[config.mk]
export PLATFORM = sky130hd
export DESIGN_NAME = inst_queue_2way
export DESIGN_NICKNAME = d
export VERILOG_FILES = /design/src/rtl/inst_queue_pkg.sv /design/src/rtl/inst_queue_ram.sv /design/src/rtl/inst_queue_2way.sv
export SDC_FILE = /design/constraint.sdc
export NUM_CORES = 1
export LEC_CHECK = 0
export BUFFER_PORTS_ARGS = -buffer_cell sky130_fd_sc_hd__clkbuf_2
export CAP_MARGIN = 20
export CORE_MARGIN = 3
export CORE_UTILIZATION = 50
export DETAILED_ROUTE_END_ITERATION = 6
export HOLD_SLACK_MARGIN = 0.06
export PLACE_DENSITY = 0.74
export SLEW_MARGIN = 20
export SYNTH_ARGS = -nofsm -noshare
export SYNTH_HDL_FRONTEND = slang
export SYNTH_HIERARCHICAL = 1
export SYNTH_SLANG_ARGS = --single-unit
[constraint.sdc]
create_clock -name clk -period 7.75 [get_ports clk]
set_input_delay 0.775 -clock clk [delete_from_list [all_inputs] [get_ports clk]]
set_output_delay 0.775 -clock clk [all_outputs]
set_load 0.01 [all_outputs]
[src/rtl/inst_queue_pkg.sv]
// -----------------------------------------------------------------------------
// inst_queue_pkg
// Shared definitions for the two-wide instruction queue.
//   INST_NOP          : instruction driven on empty decoder slots (addi x0,x0,0)
//   IQ_DEPTH_DEFAULT  : default queue depth
//   iq_entry_t        : one queue entry (instruction, plus address when the
//                       INST_ADDR_TRACE_EN macro is defined)
// -----------------------------------------------------------------------------
package inst_queue_pkg;

    localparam logic [31:0] INST_NOP         = 32'h0000_0013;
    localparam int          IQ_DEPTH_DEFAULT = 8;

    typedef struct packed {
`ifdef INST_ADDR_TRACE_EN
        logic [31:0] addr;
`endif
        logic [31:0] inst;
    } iq_entry_t;

    // Entry as seen on an empty decoder slot: NOP with a zero address.
    function automatic iq_entry_t iq_empty_entry();
        iq_entry_t e;
        e      = '0;
        e.inst = INST_NOP;
        return e;
    endfunction

endpackage

[src/rtl/inst_queue_ram.sv]
// -----------------------------------------------------------------------------
// inst_queue_ram
// DEPTH x iq_entry_t storage for the instruction queue. Two synchronous write
// ports and two asynchronous read ports. No reset: contents are only ever
// observed through the pointer/count logic in the parent, which masks stale
// entries.
// Ports:
//   clk                      core clock
//   we0_i/waddr0_i/wdata0_i  write port 0
//   we1_i/waddr1_i/wdata1_i  write port 1 (wins on a same-index collision)
//   raddr0_i/rdata0_o        read port 0 (combinational)
//   raddr1_i/rdata1_o        read port 1 (combinational)
// -----------------------------------------------------------------------------
module inst_queue_ram
    import inst_queue_pkg::*;
#(
    parameter int DEPTH = IQ_DEPTH_DEFAULT,
    localparam int PW   = $clog2(DEPTH)
) (
    input  logic            clk,
    input  logic            we0_i,
    input  logic [PW-1:0]   waddr0_i,
    input  iq_entry_t       wdata0_i,
    input  logic            we1_i,
    input  logic [PW-1:0]   waddr1_i,
    input  iq_entry_t       wdata1_i,
    input  logic [PW-1:0]   raddr0_i,
    output iq_entry_t       rdata0_o,
    input  logic [PW-1:0]   raddr1_i,
    output iq_entry_t       rdata1_o
);

    iq_entry_t mem_q [DEPTH];

    // Port 1 is written last so it takes precedence on the same index.
    always_ff @(posedge clk) begin
        if (we0_i) begin
            mem_q[waddr0_i] <= wdata0_i;
        end
        if (we1_i) begin
            mem_q[waddr1_i] <= wdata1_i;
        end
    end

    assign rdata0_o = mem_q[raddr0_i];
    assign rdata1_o = mem_q[raddr1_i];

endmodule

[src/rtl/inst_queue_2way.sv]
// -----------------------------------------------------------------------------
// inst_queue_2way
// Two-wide in-order instruction queue between fetch and the way0/way1 decoders.
// Up to two instructions are pushed per cycle into a circular buffer; the two
// oldest entries are presented to the decoders. Flush empties the queue.
// Optional feature macro: INST_ADDR_TRACE_EN adds a 32-bit address per entry
// and the inAddr*/way*Addr trace ports.
// Ports:
//   clk, rst                     clock, synchronous active-high reset
//   flush_i                      discard all entries, including this cycle's push
//   inVld0_i/inVld1_i            fetch slot valids (slot 1 only counts with slot 0)
//   inInst0_i/inInst1_i          fetched instructions, slot 0 older
//   inReady_o                    room for two instructions (registered state only)
//   way0Vld_o/way1Vld_o          head / head+1 entry valid
//   way0Inst_o/way1Inst_o        instructions to decoders (NOP when invalid)
//   way0Ready_i/way1Ready_i      decoder consumes its slot
//   count_o                      occupied entries
//   inAddr*_i/way*Addr_o         trace addresses (INST_ADDR_TRACE_EN only)
// -----------------------------------------------------------------------------
module inst_queue_2way
    import inst_queue_pkg::*;
#(
    parameter int DEPTH = IQ_DEPTH_DEFAULT,
    localparam int PW   = $clog2(DEPTH),
    localparam int CW   = PW + 1
) (
    input  logic            clk,
    input  logic            rst,
    input  logic            flush_i,
    input  logic            inVld0_i,
    input  logic            inVld1_i,
    input  logic [31:0]     inInst0_i,
    input  logic [31:0]     inInst1_i,
`ifdef INST_ADDR_TRACE_EN
    input  logic [31:0]     inAddr0_i,
    input  logic [31:0]     inAddr1_i,
    output logic [31:0]     way0Addr_o,
    output logic [31:0]     way1Addr_o,
`endif
    output logic            inReady_o,
    output logic            way0Vld_o,
    output logic            way1Vld_o,
    output logic [31:0]     way0Inst_o,
    output logic [31:0]     way1Inst_o,
    input  logic            way0Ready_i,
    input  logic            way1Ready_i,
    output logic [CW-1:0]   count_o
);

    // (DEPTH - count) >= 2 rewritten as count <= DEPTH-2 to stay unsigned.
    localparam logic [CW-1:0] FILL_LIMIT = CW'(DEPTH - 2);

    logic [PW-1:0] head_q, head_d;
    logic [PW-1:0] tail_q, tail_d;
    logic [CW-1:0] count_q, count_d;

    logic          push0, push1, pop0, pop1;
    logic [1:0]    pushNum, popNum;
    iq_entry_t     wr0, wr1, rd0, rd1;
    logic [PW-1:0] head_p1, tail_p1;

    // Handshake: everything below depends on registered state plus the
    // request inputs, never on the other side of the queue.
    assign inReady_o = (count_q <= FILL_LIMIT);
    assign way0Vld_o = (count_q != '0);
    assign way1Vld_o = (count_q >= CW'(2));

    // Slot 1 is ignored unless slot 0 is also valid.
    assign push0 = inReady_o & inVld0_i;
    assign push1 = inReady_o & inVld0_i & inVld1_i;
    assign pop0  = way0Vld_o & way0Ready_i;
    assign pop1  = pop0 & way1Vld_o & way1Ready_i;

    assign pushNum = {1'b0, push0} + {1'b0, push1};
    assign popNum  = {1'b0, pop0} + {1'b0, pop1};

    // Power-of-two depth: pointer arithmetic wraps naturally.
    assign head_p1 = head_q + PW'(1);
    assign tail_p1 = tail_q + PW'(1);

    always_comb begin
        head_d  = head_q + PW'(popNum);
        tail_d  = tail_q + PW'(pushNum);
        count_d = count_q + CW'(pushNum) - CW'(popNum);
        if (flush_i) begin
            head_d  = '0;
            tail_d  = '0;
            count_d = '0;
        end
    end

    always_ff @(posedge clk) begin
        if (rst) begin
            head_q  <= '0;
            tail_q  <= '0;
            count_q <= '0;
        end else begin
            head_q  <= head_d;
            tail_q  <= tail_d;
            count_q <= count_d;
        end
    end

    always_comb begin
        wr0      = '0;
        wr1      = '0;
        wr0.inst = inInst0_i;
        wr1.inst = inInst1_i;
`ifdef INST_ADDR_TRACE_EN
        wr0.addr = inAddr0_i;
        wr1.addr = inAddr1_i;
`endif
    end

    inst_queue_ram #(
        .DEPTH    (DEPTH)
    ) u_ram (
        .clk      (clk),
        .we0_i    (push0 & ~flush_i & ~rst),
        .waddr0_i (tail_q),
        .wdata0_i (wr0),
        .we1_i    (push1 & ~flush_i & ~rst),
        .waddr1_i (tail_p1),
        .wdata1_i (wr1),
        .raddr0_i (head_q),
        .rdata0_o (rd0),
        .raddr1_i (head_p1),
        .rdata1_o (rd1)
    );

    // Invalid slots are masked so stale or uninitialised storage never
    // reaches the decoders.
    iq_entry_t out0, out1;
    assign out0 = way0Vld_o ? rd0 : iq_empty_entry();
    assign out1 = way1Vld_o ? rd1 : iq_empty_entry();

    assign way0Inst_o = out0.inst;
    assign way1Inst_o = out1.inst;
`ifdef INST_ADDR_TRACE_EN
    assign way0Addr_o = out0.addr;
    assign way1Addr_o = out1.addr;
`endif

    assign count_o = count_q;

endmodule

# --- After elaboration in Yosys (flattened, before gate mapping) ---
# Memory sizes are Yosys's and may differ from the RTL's. A register that Yosys moved wholly into a read port is not among the register bits.
# Cells that the tools add are included.
word_totals:
  ff_bits: 10
  latchBits: 0
  mem_bits_rw: 256
  rom_bits: 0
  in_bits: 71
  elab_cells: 34
  mem_count: 1
op_classes:
  n_addsub: 8
  multipliers: 0
  div: 0
  n_lt_le_gt_ge: 2
  eq_ne: 0
  n_shift: 0
  muxes: 7
  bitwise: 11
  reduce_logical: 2
memory_table:
  columns: ["name", "depth", "width", "rd", "rd_clocked_by_memory_dff", "wr", "line", "rtl"]
  rows:
  - ["u_ram.mem_q", 8, 32, 2, 1, 2, "inst_queue_ram.sv:33", "iq_entry_t mem_q [DEPTH];"]
ops:
  columns: ["cell", "n"]
  rows:
  - ["32-bit 2-to-1 mux", 2]
  - ["1-bit bitwise AND", 9]
  - ["3-bit by 1-bit adder with 3-bit output, second input constant", 2]
  - ["3-bit by 2-bit adder with 3-bit output", 2]
  - ["1-bit by 1-bit adder with 2-bit output", 2]
  - ["4-bit by 2-bit adder with 4-bit output", 1]
  - ["4-bit by 2-bit >= comparator with 1-bit output, second input constant", 1]
  - ["4-bit by 3-bit less-or-equal comparator with 1-bit output, second input constant", 1]
  - ["1-bit 2-to-1 mux", 4]
  - ["4-bit nonzero test", 1]
  - ["4-bit by 2-bit subtractor with 4-bit output", 1]
  - ["3-bit 2-to-1 mux", 1]
  - ["1-bit inverter", 2]
  - ["2-bit OR reduction", 1]

# --- Depth between registers and ports, before layout ---
depth:
  depth_word: 7
  depth_mapped: 13
  depth_no_buf: 12

# --- Cells and area by module ---
# The synthesis kept the hierarchy.
modules_own_cells:
  columns: ["mod", "n_inst", "cells_each", "area_per_inst_um2", "seq_area_each_um2"]
  rows:
  - ["inst_queue_ram", 1, 794, 15080.7, 7687.4]
  - ["inst_queue_2way", 1, 145, 1136.1, 200.2]

# --- Least setup slack after synthesis ---
# Ideal clock, no wire load.
synth_timing:
  path_kind: "input -> register"
  from: "input rst"
  to: "memory u_ram/mem_q[5][0] (netlist name) (enable)"
  setup_ns: 0.466
  arrival_ns: 3.794
  path_slack_ns: 3.491
  stages: 5
  n_path_buf: 1
  cell_sequence: "or2_2 -> clkbuf_1 -> nor2_1 -> nand2b_1 -> o21ai_0"
synth_rtl:
  columns: ["item", "line", "rtl"]
  rows:
  - ["from (decl)", "inst_queue_2way.sv:28", "input logic rst,"]
  - ["to (decl)", "inst_queue_ram.sv:33", null]

==> flow_metrics.env <==
export IMPL_status="complete, no violations"
export IMPL_numCtsBuffers=29
export IMPL_regToRegSetupSlack_ns=4.26
export IMPL_final_cell_mix="mux2_2, edfxtp_1, clkbuf_2"
export IMPL_switching_share_pct=30.0
export IMPL_async_flop_share_pct=0
export IMPL_drt_pass1_iterations=4
export IMPL_grt_max_degree=66
export IMPL_root_buffer="clkbuf_16"
export IMPL_netlist_area_um2=16200
export IMPL_tightest_slew_ns=1.15
export IMPL_synth_ff_type="edfxtp_1"
export IMPL_syn2layout_area_growth_pct=12.1
export IMPL_num_io_pins=142
export IMPL_comb_power_share_pct=30.2
export IMPL_fmax_mhz=216
export IMPL_first_global_vias=9911
export IMPL_syn_instance_count=939
export IMPL_finalCritPeriodShare_pct=59.9
export IMPL_clockBufferDepth=3
export IMPL_ant_nets=0
export IMPL_dieWidth_um=186
export IMPL_synth_top_family_by_area="multiplexers"
export IMPL_grtUsageTotal_pct=24.0
export IMPL_layout_drive_gt1_share_pct=54.9
export IMPL_h_tree_depth=1
export IMPL_synth_compound_gate_area_share_pct=0.494
export IMPL_viasPerCell=6.22
export IMPL_rsz0062_at_grt="false"
export IMPL_hold_viol_final=0
export IMPL_cp_data_arrival_time_ns=3.86
export IMPL_whs_path_depth=3
export IMPL_cp_end_kind="primary output"
export IMPL_fin_util_pct=57.1
export IMPL_drt_initial_drc_count=809
export IMPL_required_ns=6.97
export IMPL_fin_skew_ns=0.00998
export IMPL_synth_warnings=6
export IMPL_hold_class="in -> reg"
export IMPL_totalWireLength_um=41400
export IMPL_rr_endpoint="u_ram/mem_q[2][24]$_DFFE_PP_"
export IMPL_ys_seq_elements=266
export IMPL_power_frac_seq_pct=39.3
export IMPL_multi_input_area_um2=7930
export IMPL_synthMuxAreaShare_pct=41.9
export IMPL_start_kind="flip-flop"
export IMPL_yosysUniqueCellTypes=41
export IMPL_gr_total_overflow=0
export IMPL_yosysSeqAreaShare_pct=48.6
export IMPL_p_per_area_nw_per_um2=231
export IMPL_maxCapViolations=0
export IMPL_nets=1145
export IMPL_cts_hold_fix_buffers=0
export IMPL_cts_resized=0
export IMPL_setup_viol=0
export IMPL_worstHoldEndpoint="count_o[3]$_SDFF_PP0_"
export IMPL_wl_per_cell_um=27.3
export IMPL_relSlewSlack_pct=23.1
export IMPL_min_from="flush_i"
export IMPL_syn_avg_cell_area_um2=17.3
export IMPL_start_util_pct=51.0
export IMPL_register_area_um2=7900
export IMPL_fillerInstances=2463
export IMPL_power_leakage_nw=6.25
export IMPL_syn_nets=1025
export IMPL_wl_met2_um=21000
export IMPL_synth_edf_count=256
export IMPL_layout_commonest_cell="mux2_2"
export IMPL_clkPwrFrac_pct=30.5
export IMPL_cts_setup_buffers=0
export IMPL_cts_tree="yes"
export IMPL_synth_xor_area_share_pct=0.270
export IMPL_ir_drop_mv=0.300
export IMPL_setup_tns_ns=0
export IMPL_dr_max_layer_used="met5"
export IMPL_clkSinkCount=266
export IMPL_internal_power_w=0.00294
export IMPL_met3_length_um=2440
export IMPL_antenna_found_initial=5
export IMPL_die_h_um=186
export IMPL_grt_pass1_wl_um=61700
export IMPL_crit_type="reg -> out"
export IMPL_place_gp_congestion=0.773
export IMPL_crit_fanout=44
export IMPL_r2r_cells=8
export IMPL_fin_crit_ns=4.64
export IMPL_synthAdderAreaFrac_pct=1.34
export IMPL_switchingPower_w=0.00126
export IMPL_design_core_area_um2=31800
export IMPL_drcViolationCount=0
export IMPL_clock_latency_ns=0.54
export IMPL_slew_violations=0
export IMPL_timing_rr_start="count_o[3]$_SDFF_PP0_"
export IMPL_fp_dieArea_um2=34600
export IMPL_dp_hpwl_um=23000
export IMPL_port_buffers=141
export IMPL_vias=9425
export IMPL_fp_row_count=65
export IMPL_clk_pin_slew_worst_paths_ns=0.06
export IMPL_wl_met1_um=17100
export IMPL_synth_simple_area_share_pct=4.06
layout make-up:
| type | count | share of cell area [%] |
|---|---|---|
| clock inverters | 20 | 0.730 |
| diodes | 1 | 0.0138 |
| multi-input cells | 584 | 43.6 |
| repair buffers | 163 | 4.79 |
| clock buffers | 32 | 4.06 |
| flip-flops and latches | 266 | 43.5 |
| well taps | 435 | 3.00 |
| inverters | 15 | 0.324 |
worst max-delay path, cell delays in order (launching register included):
cell	delay [ns]
dfxtp_4	0.66
ha_2	0.33
xor2_4	0.66
buf_4	0.67
mux4_1	0.40
mux2_2	0.28
and2_1	0.17
clkbuf_2	0.14
worst max-delay path by stage:
stage / startpoint / to / slack [ns] / depth (start not counted)
6_report: head_q[0]$_SDFF_PP0_ / way1Inst_o[31] / 3.11 / 7
5_1_grt: head_q[0]$_SDFF_PP0_ / way1Inst_o[31] / 2.94 / 7
4_1_cts: head_q[0]$_SDFF_PP0_ / way1Inst_o[15] / 3.06 / 7
3_5_place_dp: head_q[0]$_SDFF_PP0_ / way1Inst_o[15] / 3.63 / 7
3_3_place_gp: head_q[0]$_SDFF_PP0_ / way1Inst_o[31] / 3.65 / 7
2_1_floorplan: rst / u_ram/mem_q[5][0]$_DFFE_PP_ / 3.49 / 5
power groups by stage:
| stage | sequential [W] | combinational [W] | clock (W) |
|---|---|---|---|
| floorplan | 0.00166 | 0.000911 | 0 |
| global placement | 0.00168 | 0.00128 | 0 |
| detailed placement | 0.00168 | 0.00129 | 0 |
| CTS | 0.00165 | 0.00129 | 0.00130 |
| global route | 0.00166 | 0.00138 | 0.00136 |
| finish | 0.00165 | 0.00127 | 0.00128 |
cell families after synthesis:
family,count (synthesis)
muxes,449
DFF,266
and+or+nand+nor,103
buffers and inverters,89
adders and majority gates,15
AOI/OAI and AO/OA,12
xor gates and xnor gates,5
cell usage after synthesis, types with 2 or more instances:
master	instances	area [um2]
xnor2_1	2	17.5
nand3_1	3	15.0
buf_1	8	30.0
dfxtp_1	10	200
nand2_1	3	11.3
buf_4	14	105
fa_1	4	80.1
ha_1	11	138
nor2_1	9	33.8
inv_1	15	56.3
nor2b_1	30	188
buf_2	27	135
mux2_2	318	3580
and2_1	35	219
nor4bb_1	3	30.0
a31o_2	2	17.5
buf_6	15	169
mux4_1	80	2100
nand4b_1	3	26.3
clkbuf_1	10	37.5
o21bai_1	2	15.0
or2_1	3	18.8
xor2_1	3	26.3
nand2b_1	6	37.5
mux4_2	48	1080
mux2_1	2	22.5
o21ai_0	4	20.0
edfxtp_1	256	7690
through the flow:
step | instance area, um2 | std cells | hold slack (ns) | total power (W) | setup slack [ns]
6_report | 18200 | 1516 | 0.528 | 0.00420 | 3.11
2_1_floorplan | 16200 | 939 | 0.514 | 0.00257 | 3.49
3_3_place_gp | 17300 | 1463 | 0.589 | 0.00296 | 3.65
3_5_place_dp | 17300 | 1463 | 0.592 | 0.00297 | 3.63
5_1_grt | 18200 | 1516 | 0.551 | 0.00440 | 2.94
4_1_cts | 18200 | 1515 | 0.509 | 0.00425 | 3.06
registers in the layout (all words and copies together) (netlist names):
register,flops
count_o,4
head_q,3
tail_q,3
u_ram/mem_q,256
routing by layer:
layer	track usage, %	vias to the layer above
met5	0	-
met1	32.2	4898
met2	42.2	323
met4	4.92	8
met3	3.48	69
li1	-	4127
Power figures use the tool's default switching activity.
